===== config.mk =====
export PLATFORM = sky130hd
export DESIGN_NAME = student_dmux_stream_flat
export DESIGN_NICKNAME = d
export VERILOG_FILES = /design/src/rtl/student_dmux_stream_if.sv /design/src/rtl/student_dmux_stream.sv /design/src/flat_wrapper.sv
export SDC_FILE = /design/constraint.sdc
export NUM_CORES = 1
export LEC_CHECK = 0
export ABC_AREA = 1
export CORE_ASPECT_RATIO = 0.5
export CORE_MARGIN = 2
export CORE_UTILIZATION = 46
export DETAILED_ROUTE_END_ITERATION = 10
export PLACE_DENSITY = 0.77
export SLEW_MARGIN = 20
export SYNTH_ARGS = -nofsm -noshare
export SYNTH_HDL_FRONTEND = slang
export SYNTH_SLANG_ARGS = --single-unit

===== constraint.sdc =====
create_clock -name clk -period 2.05 [get_ports clk]
set_input_delay 0.3075 -clock clk [delete_from_list [all_inputs] [get_ports clk]]
set_output_delay 0.3075 -clock clk [all_outputs]
set_load 0.005 [all_outputs]

===== src/rtl/student_dmux_stream_if.sv =====
// Stream bus for student_dmux_stream: one producer-side valid/ready/data/select
// channel and N consumer-side valid/ready/data channels packed into vectors.
// The slave modport is the demux's own view; master is the surrounding system.
interface student_dmux_stream_if #(
  parameter int WIDTH = 8,
  parameter int N     = 8,
  parameter int SEL_W = 3
);
  logic               in_valid;
  logic               in_ready;
  logic [WIDTH-1:0]   in_data;
  logic [SEL_W-1:0]   in_sel;
  logic [N-1:0]       out_valid;
  logic [N-1:0]       out_ready;
  logic [N*WIDTH-1:0] out_data;

  modport slave (
    input  in_valid, in_data, in_sel, out_ready,
    output in_ready, out_valid, out_data
  );

  modport master (
    output in_valid, in_data, in_sel, out_ready,
    input  in_ready, out_valid, out_data
  );
endinterface


===== src/rtl/student_dmux_stream.sv =====
// student_dmux_stream: registered N-way demultiplexer for a valid/ready stream.
// Every output channel owns a one-word holding register that drains under its
// own ready, so a stalled consumer never blocks traffic to the other channels.
// Words with an out-of-range select are dropped and raise a sticky err_sel.
// Optional per-channel saturating handshake counters (out_cnt) are compiled in
// when the macro STUDENT_DMUX_STREAM_CNT_EN is defined.
module student_dmux_stream #(
  parameter int WIDTH = 8,
  parameter int N     = 8,
  parameter int SEL_W = 3,
  parameter int CNT_W = 8
) (
  input  logic                 clk,
  input  logic                 rst_n,
  student_dmux_stream_if.slave bus,
  output logic                 err_sel
`ifdef STUDENT_DMUX_STREAM_CNT_EN
  ,
  output logic [N*CNT_W-1:0]   out_cnt
`endif
);

  // Reject configurations the channel indexing cannot represent
  if (WIDTH < 1 || N < 2 || N > 256 || N > (1 << SEL_W) || CNT_W < 1) begin : g_bad_params
    $error("student_dmux_stream: illegal parameter combination");
  end

  typedef enum logic {
    EMPTY = 1'b0,
    FULL  = 1'b1
  } chan_state_t;

  chan_state_t      state_q [N];
  logic [WIDTH-1:0] data_q  [N];

  logic         sel_ok;
  logic         in_ready_c;
  logic         accept;
  logic [N-1:0] load;
  logic [N-1:0] drain;

  // Ready depends only on the addressed channel; a bad select is always taken
  always_comb begin
    sel_ok     = int'(bus.in_sel) < N;
    in_ready_c = 1'b1;
    drain      = '0;
    for (int i = 0; i < N; i++) begin
      drain[i] = (state_q[i] == FULL) && bus.out_ready[i];
      if (sel_ok && int'(bus.in_sel) == i) begin
        in_ready_c = (state_q[i] == EMPTY) || bus.out_ready[i];
      end
    end
  end

  // Decode the accepted word into a one-hot load strobe
  always_comb begin
    accept = bus.in_valid && in_ready_c;
    load   = '0;
    for (int i = 0; i < N; i++) begin
      load[i] = accept && sel_ok && (int'(bus.in_sel) == i);
    end
  end

  assign bus.in_ready = in_ready_c;

  // Per-channel EMPTY/FULL holding register; a load wins over a same-edge drain
  always_ff @(posedge clk or negedge rst_n) begin
    if (!rst_n) begin
      for (int i = 0; i < N; i++) begin
        state_q[i] <= EMPTY;
        data_q[i]  <= '0;
      end
    end else begin
      for (int i = 0; i < N; i++) begin
        if (load[i]) begin
          state_q[i] <= FULL;
          data_q[i]  <= bus.in_data;
        end else if (drain[i]) begin
          state_q[i] <= EMPTY;
        end
      end
    end
  end

  // Sticky error for words routed to a non-existent channel
  always_ff @(posedge clk or negedge rst_n) begin
    if (!rst_n) begin
      err_sel <= 1'b0;
    end else if (accept && !sel_ok) begin
      err_sel <= 1'b1;
    end
  end

  for (genvar g = 0; g < N; g++) begin : g_out
    assign bus.out_valid[g]                 = (state_q[g] == FULL);
    assign bus.out_data[g*WIDTH +: WIDTH]   = data_q[g];
  end

`ifdef STUDENT_DMUX_STREAM_CNT_EN
  logic [CNT_W-1:0] cnt_q [N];

  // Count completed output handshakes per channel, sticking at all-ones
  always_ff @(posedge clk or negedge rst_n) begin
    if (!rst_n) begin
      for (int i = 0; i < N; i++) begin
        cnt_q[i] <= '0;
      end
    end else begin
      for (int i = 0; i < N; i++) begin
        if (drain[i] && (cnt_q[i] != {CNT_W{1'b1}})) begin
          cnt_q[i] <= cnt_q[i] + 1'b1;
        end
      end
    end
  end

  for (genvar g = 0; g < N; g++) begin : g_cnt
    assign out_cnt[g*CNT_W +: CNT_W] = cnt_q[g];
  end
`endif

endmodule


===== src/flat_wrapper.sv =====
// flat-port wrapper written by rule: the top's interface ports become plain ports
module student_dmux_stream_flat 
#(
  parameter int WIDTH = 8,
  parameter int N     = 8,
  parameter int SEL_W = 3,
  parameter int CNT_W = 8
)
  (clk, rst_n, err_sel, bus_in_valid, bus_in_data, bus_in_sel, bus_out_ready, bus_in_ready, bus_out_valid, bus_out_data);
  student_dmux_stream_if #(.WIDTH(WIDTH), .N(N), .SEL_W(SEL_W)) bus_i ();
  input  logic clk;
  input  logic rst_n;
  output logic err_sel;
  input wire logic [$bits(bus_i.in_valid)-1:0] bus_in_valid;
  input wire logic [$bits(bus_i.in_data)-1:0] bus_in_data;
  input wire logic [$bits(bus_i.in_sel)-1:0] bus_in_sel;
  input wire logic [$bits(bus_i.out_ready)-1:0] bus_out_ready;
  output wire logic [$bits(bus_i.in_ready)-1:0] bus_in_ready;
  output wire logic [$bits(bus_i.out_valid)-1:0] bus_out_valid;
  output wire logic [$bits(bus_i.out_data)-1:0] bus_out_data;
  assign bus_i.in_valid = bus_in_valid;
  assign bus_i.in_data = bus_in_data;
  assign bus_i.in_sel = bus_in_sel;
  assign bus_i.out_ready = bus_out_ready;
  assign bus_in_ready = bus_i.in_ready;
  assign bus_out_valid = bus_i.out_valid;
  assign bus_out_data = bus_i.out_data;
  student_dmux_stream #(.WIDTH(WIDTH), .N(N), .SEL_W(SEL_W), .CNT_W(CNT_W)) u_core (.clk(clk), .rst_n(rst_n), .bus(bus_i), .err_sel(err_sel));
endmodule

==> results of run 1 <==
-- power groups by stage --
stage	combinational, uW	sequential [uW]	clock, uW
floorplan	329	1910	0
global placement	1100	1890	0
detailed placement	1130	1910	0
CTS	1140	1890	1700
global route	1240	1920	1770
finish	1130	1890	1690
-- through the flow --
stage          TNS [ns]  setup WS (ns)  util (%)
4_1_cts          -0.254        -0.0313      68.9
2_1_floorplan         0          0.410         -
6_report              0         0.0771      69.3
3_3_place_gp     -14.61         -0.306      64.0
3_5_place_dp     -22.74         -0.456      64.0
5_1_grt               0         0.0485      69.3
-- final timing paths --
kind / startpoint / endpoint
hold / removal: rst_n / u_core.bus.out_data[58]
setup reg to reg: u_core.bus.out_valid[0] / u_core.bus.out_data[36]
max in group asynchronous: rst_n / u_core.bus.out_data[17]
setup / recovery: bus_out_ready[0] / bus_in_ready
hold reg to reg: u_core.bus.out_data[12] / u_core.bus.out_data[12]
min in group clk: u_core.bus.out_data[12] / u_core.bus.out_data[12]
-- cell usage in the layout, fill, tap and decap left out --
cell             synthesis  final
nand2_1                119    119
clkdlybuf4s50_1          0     88
dfrtp_1                 72     72
nand4_1                 57     57
buf_4                    3     23
nor2_1                   9      9
clkbuf_16                0      9
inv_1                    8      8
mux2_2                   8      8
nand3_1                 10      7
nand3_2                  4      7
o21ai_1                  4      4
nor3_1                   5      3
dlygate4sd2_1            0      3
nor3_2                   0      2
inv_2                    3      2
nor3_4                   2      2
clkinv_1                 2      2
o21ai_0                  2      2
bufinv_16                0      2
clkbuf_8                 0      2
buf_2                    5      2
inv_4                    0      1
nand2_2                  1      1
o211ai_1                 1      1
conb_1                   1      1
clkinv_2                 0      1
clkbuf_1                 7      1
dlymetal6s2s_1           0      1
buf_6                    0      1
buf_12                   0      1
-- flip-flops by register name, indices dropped and copies added, names as in the netlist --
| signal | count |
|---|---|
| u_core.bus.out_data | 64 |
| u_core.bus.out_valid | 8 |
-- routing by layer --
metal | part of all wire, % | routed length, um
met5 | 0 | 0
met3 | 6.2 | 538
met1 | 42 | 3680
met4 | 1.5 | 133
met2 | 50 | 4310
-- final cells by class --
| type | count | share of cell area [%] |
|---|---|---|
| Sequential cell | 72 | 39.4 |
| Inverter | 13 | 1.12 |
| Timing Repair Buffer | 119 | 24.8 |
| Tap cell | 92 | 2.52 |
| Clock buffer | 12 | 5.61 |
| Clock inverter | 3 | 1.42 |
| Multi-Input combinational cell | 223 | 25.1 |
-- cell families after synthesis --
family          share of synthesized area (%)
other cells                             0.122
simple gates                             32.1
mux                                      2.92
flops                                    58.4
buf+inv                                  5.19
compound gates                           1.22
-- synthesized netlist by cell type (all sizes together) --
cell      n  area [um^2]
buf      18         85.1
clkbuf    7         26.3
clkinv    2         7.51
conb      1         3.75
dfrtp    72         1800
inv      11         41.3
mux2      8         90.1
nand2   120          453
nand3    14         90.1
nand4    57          357
nor2      9         33.8
nor3      7         57.6
o211ai    1         7.51
o21ai     6         30.0
-- timing repair --
| action | CTS | global route |
|---|---|---|
| gates resized for setup | 4 | 7 |
| pin swaps | 0 | 0 |
| setup endpoints to repair | 25 | 60 |
| endpoints found under the hold margin | 0 | 0 |
==> results.yml, run 1 <==
pwr:
  combinationalPowerShare_pct: 24.0
  power.internal_uw: 3520
  powerDensity_mw_per_mm2: 1030
  p_switching_uw: 1190
  seqPwrFrac_pct: 40.1
  power.share.clock_pct: 35.9
  leakagePower_uw: 0.00219
  power_uw: 4710
  irDropWorstVdd_mv: 0.463
  power.share.switching_pct: 25.3
floorplan:
  die_h_um: 61.9
  start_util_pct: 46.8
  fp.dieArea_mm2: 0.00742
  rows: 21
  pin_count: 96
  core_area_mm2: 0.00660
  die_w_um: 120
cells_and_area:
  regArea_mm2: 0.00180
  stdcell_area_mm2: 0.00457
  fin_cells: 534
  multi_input_area_mm2: 0.00115
  drive_gt1_share_pct: 14.5
  antenna_cells: 0
  synthToLayoutAreaGrowth_pct: 48.2
  n_fill_cell: 467
  nets: 460
worst_setup_path:
  end_kind: "primary output"
  crit_required_ns: 1.74
  cp_slowest_cell: "clkdlybuf4s50_1"
  worstPathArrival_ns: 1.67
  startpoint_type: "input pin"
  worstPathMaxFanout: 2
  ff2ff_setup_slack_ns: 0.25
  crit_buf_inv: 2
  path_class: "input pin to primary output"
  path_depth: 8
  crit_chain: "clkdlybuf4s50_1 > nor2_1 > nand3_1 > nand3_1 > nor2_1 > nand4_1 > nand2_2 > dlygate4sd2_1"
  rr_worst_depth: 11
  critPathTopFamily: "buffers and inverters"
  max_stage_delay_ns: 0.43
sta:
  min_period_ns: 1.97
  finalMaxSlewViolations: 0
  finClkSkew_ns: 0.00437
  rsz0062_at_grt: "false"
  post-route-period-util_pct: 96.2
  final_hold_viol_count: 8
  clock.fmax_mhz: 507
  setup_viol: 0
  worst_hold_slack_ns: -0.00160
run_status:
  outcome: "finished, violations left"
  violations: "hold timing"
synth:
  yosys_register_bits: 72
  synthesis.area_mm2: 0.00308
  syn_nets: 355
  yosysWarnings: 0
  synth.avg_cell_area_um2: 9.26
  syn_inst: 333
  ys_seq_area_share_pct: 58.4
  ys_types: 21
drt:
  route.detailed.drc: 0
  antenna_left: 0
  routed_wl_um: 8660
  vias: 2846
  wl_per_cell_um: 16.2
  via_per_inst: 5.33
  drt_iter0_drc: 154
  drt-pass1-iter-count: 5
placement:
  placed_area_mm2: 0.00422
  dpl.cell_count: 519
  portBuffers: 94
  dpl.hpwl_um: 5850
  gp_congestion: 0.812
grt:
  use_met2_pct: 41.7
  grt_most_used_layer: "met2"
  grt_max_degree: 73
  use_met3_pct: 5.47
  grt_pass1_vias: 2635
  grt_first_pass_wirelength_um: 13300
  gr-total-overflow: 0
  grt_use_total_pct: 23.9
  antenna_found_initial: 0
  use_met1_pct: 30.6
cts:
  post_cts_buffers: 0
  clock_sinks: 72
  worstSkewPairLatency_ns: 0.33
  cts_root_buffer: "clkbuf_16"
  cts_tree: "yes"
  clk_path_buf_depth: 2
  path_clk_slew_ns: 0.06
  postCtsHoldBufs: 0
  cts_max_level: 3
  cts_buffers: 9
flow_run:
  max_cap_viol_count: 0
hold_path:
  hp-class: "input pin to asynchronous set/reset pin"
Note: power is estimated with default switching activity, not from simulation.
==> run 2: changes to the inputs <==
--- a/config.mk
+++ b/config.mk
@@ -9,7 +9,9 @@
 export CORE_ASPECT_RATIO = 0.5
 export CORE_MARGIN = 2
 export CORE_UTILIZATION = 46
+export CTS_CLUSTER_SIZE = 20
 export DETAILED_ROUTE_END_ITERATION = 10
+export GPL_TIMING_DRIVEN = 0
 export PLACE_DENSITY = 0.77
 export SLEW_MARGIN = 20
 export SYNTH_ARGS = -nofsm -noshare
==> run 2 against run 1 <==
The run now ends clean. Clock skew increased by 0.0013 ns. Critical path type unchanged. Clock-buffer cell count stayed put. Largest power group unchanged. Cell area decreased by 4.7%.
==> results.yml, run 2 (synthesis results as in run 1) <==
cts:
  path_clk_slew_ns: 0.05
  worstSkewPairLatency_ns: 0.33
  cts_tree: "yes"
  clock_sinks: 72
  clk_path_buf_depth: 2
  cts_max_level: 3
  cts_root_buffer: "clkbuf_16"
  cts_buffers: 9
sta:
  min_period_ns: 1.98
  clock.fmax_mhz: 505
  post-route-period-util_pct: 96.6
  rsz0062_at_grt: "false"
  worst_slew_pin_slew_ns: 1.04
  finalMaxSlewViolations: 0
  max_slew_margin_pct: 30.0
  finClkSkew_ns: 0.00565
  setup_viol: 0
  fin_ws_ns: 0.0690
  final_hold_viol_count: 0
  fin_setup_tns_ns: 0
worst_setup_path:
  end_kind: "primary output"
  rr_worst_depth: 12
  startpoint_type: "input pin"
  crit_buf_inv: 2
  max_stage_delay_ns: 0.51
  r2r_end: "u_core.bus.out_data[28]"
  critPathTopFamily: "buffers and inverters"
  ff2ff_setup_slack_ns: 0.15
  cp_slowest_cell: "clkdlybuf4s50_1"
  reg2reg_from: "u_core.bus.out_valid[2]"
  worstPathMaxFanout: 2
  crit_chain: "clkdlybuf4s50_1 > nor2_1 > nand3_1 > nand3_1 > nor2_1 > nand4_1 > nand2_4 > dlygate4sd2_1"
  crit_required_ns: 1.74
  worstPathArrival_ns: 1.67
  path_class: "input pin to primary output"
drt:
  via_per_inst: 5.45
  routed_wl_um: 8550
  route.detailed.drc: 0
  wl_per_cell_um: 16.3
  vias: 2862
  antenna_left: 0
  drt_iter0_drc: 249
  drt-pass1-iter-count: 5
cells_and_area:
  largest_reg_flops: 64
  nets: 450
  antenna_cells: 0
  synthToLayoutAreaGrowth_pct: 41.2
  final_common_cell: "nand2_1"
  final_cell_mix: "nand2_1, clkdlybuf4s50_1, dfrtp_1"
  drive_gt1_share_pct: 9.70
  n_fill_cell: 501
pwr:
  powerDensity_mw_per_mm2: 1030
  leakagePower_uw: 0.00206
  irDropWorstVdd_mv: 0.448
flow_run:
  max_cap_viol_count: 0
placement:
  dpl.hpwl_um: 5890
  place_ws_ns: -0.464
  portBuffers: 82
  gp_congestion: 0.851
run_status:
  outcome: "finished, final reports clean"
floorplan:
  die_h_um: 61.9
  core_area_mm2: 0.00660
  pin_count: 96
  die_w_um: 120
  start_util_pct: 46.8
  rows: 21
  fp.dieArea_mm2: 0.00742
hold_path:
  hp-class: "input pin to asynchronous set/reset pin"
grt:
  grt_max_degree: 61
  antenna_found_initial: 0
  grt_first_pass_wirelength_um: 13400
  gr-total-overflow: 0
  grt_pass1_vias: 2700
  grt_use_total_pct: 24.0
==> run 2: area by class of cell <==
class,count,area (um^2),area share [%]
Inverter,13,48.8,1.12
Buffer,24,108,2.47
Multi-Input combinational cell,223,1130,26.1
Sequential cell,72,1800,41.4
Clock inverter,4,45.0,1.03
Tap cell,92,115,2.64
Clock buffer,12,236,5.43
Timing Repair Buffer,85,866,19.9
==> run 2: worst max path at each step <==
stage,startpoint,to,slack [ns],depth (start not counted)
global route,bus_out_ready[2],u_core.bus.out_data[7],0.002,12
finish,bus_out_ready[2],bus_in_ready,0.07,8
floorplan,bus_in_sel[1],u_core.bus.out_data[0],0.41,9
CTS,bus_out_ready[2],u_core.bus.out_data[30],0.07,11
global placement,rst_n,u_core.bus.out_data[19],-1.57,1
detailed placement,bus_out_ready[2],bus_in_ready,-0.46,9
==> run 2: report_power, final <==
group          leakage, uW  switching [uW]  internal, uW
Clock             0.000140             559           936
Combinational      0.00101             448           656
Sequential        0.000911             166          1710
Total              0.00206            1170          3310
==> run 2: through the flow <==
step | power (uW) | instance area [um^2] | hold slack [ns] | std cells | utilization, %
after floorplan | 2240 | 3080 | 0.0119 | 333 | -
after global placement | 2960 | 4020 | 0.457 | 507 | 61.0
after detailed placement | 3000 | 4050 | 0.173 | 508 | 61.3
after CTS | 4500 | 4340 | 0.382 | 525 | 65.9
after global routing | 4700 | 4360 | 0.376 | 525 | 66.0
final | 4480 | 4360 | 0.380 | 525 | 66.0
==> run 2: timing repair <==
item / CTS / global route
gates resized for setup: 2 / 4
endpoints found under the setup margin: 1 / 34
cloned: 0 / 0
endpoints found under the hold margin: 12 / 0
setup buffers: 1 / 0
pin swaps: 1 / 0
hold buffers: 1 / 0
==> run 2: per-layer routing <==
metal	track usage [%]	vias to the layer above	routed length, um
li1	-	1323	-
met1	29.4	1398	3500
met2	41.5	129	4220
met3	8.03	12	727
met4	8.57	0	104
met5	0	-	0
==> run 2: worst register-to-register path: stages, from the launching register on <==
cell,delay (ns)
dfrtp_1,0.38
inv_1,0.08
nor2_1,0.05
nand3_1,0.09
nand3_1,0.08
nor2_1,0.10
nand4_1,0.13
nand2_4,0.12
buf_6,0.17
buf_4,0.21
nand3_2,0.19
nand2_1,0.13
nand2_1,0.05
==> run 3: changes to the inputs <==
--- a/config.mk
+++ b/config.mk
@@ -13,7 +13,7 @@
 export DETAILED_ROUTE_END_ITERATION = 10
 export GPL_TIMING_DRIVEN = 0
 export PLACE_DENSITY = 0.77
-export SLEW_MARGIN = 20
+export SLEW_MARGIN = 15
 export SYNTH_ARGS = -nofsm -noshare
 export SYNTH_HDL_FRONTEND = slang
 export SYNTH_SLANG_ARGS = --single-unit
==> results of run 3 <==
The final DEF is identical to that of run 2; final timing and power are the same.
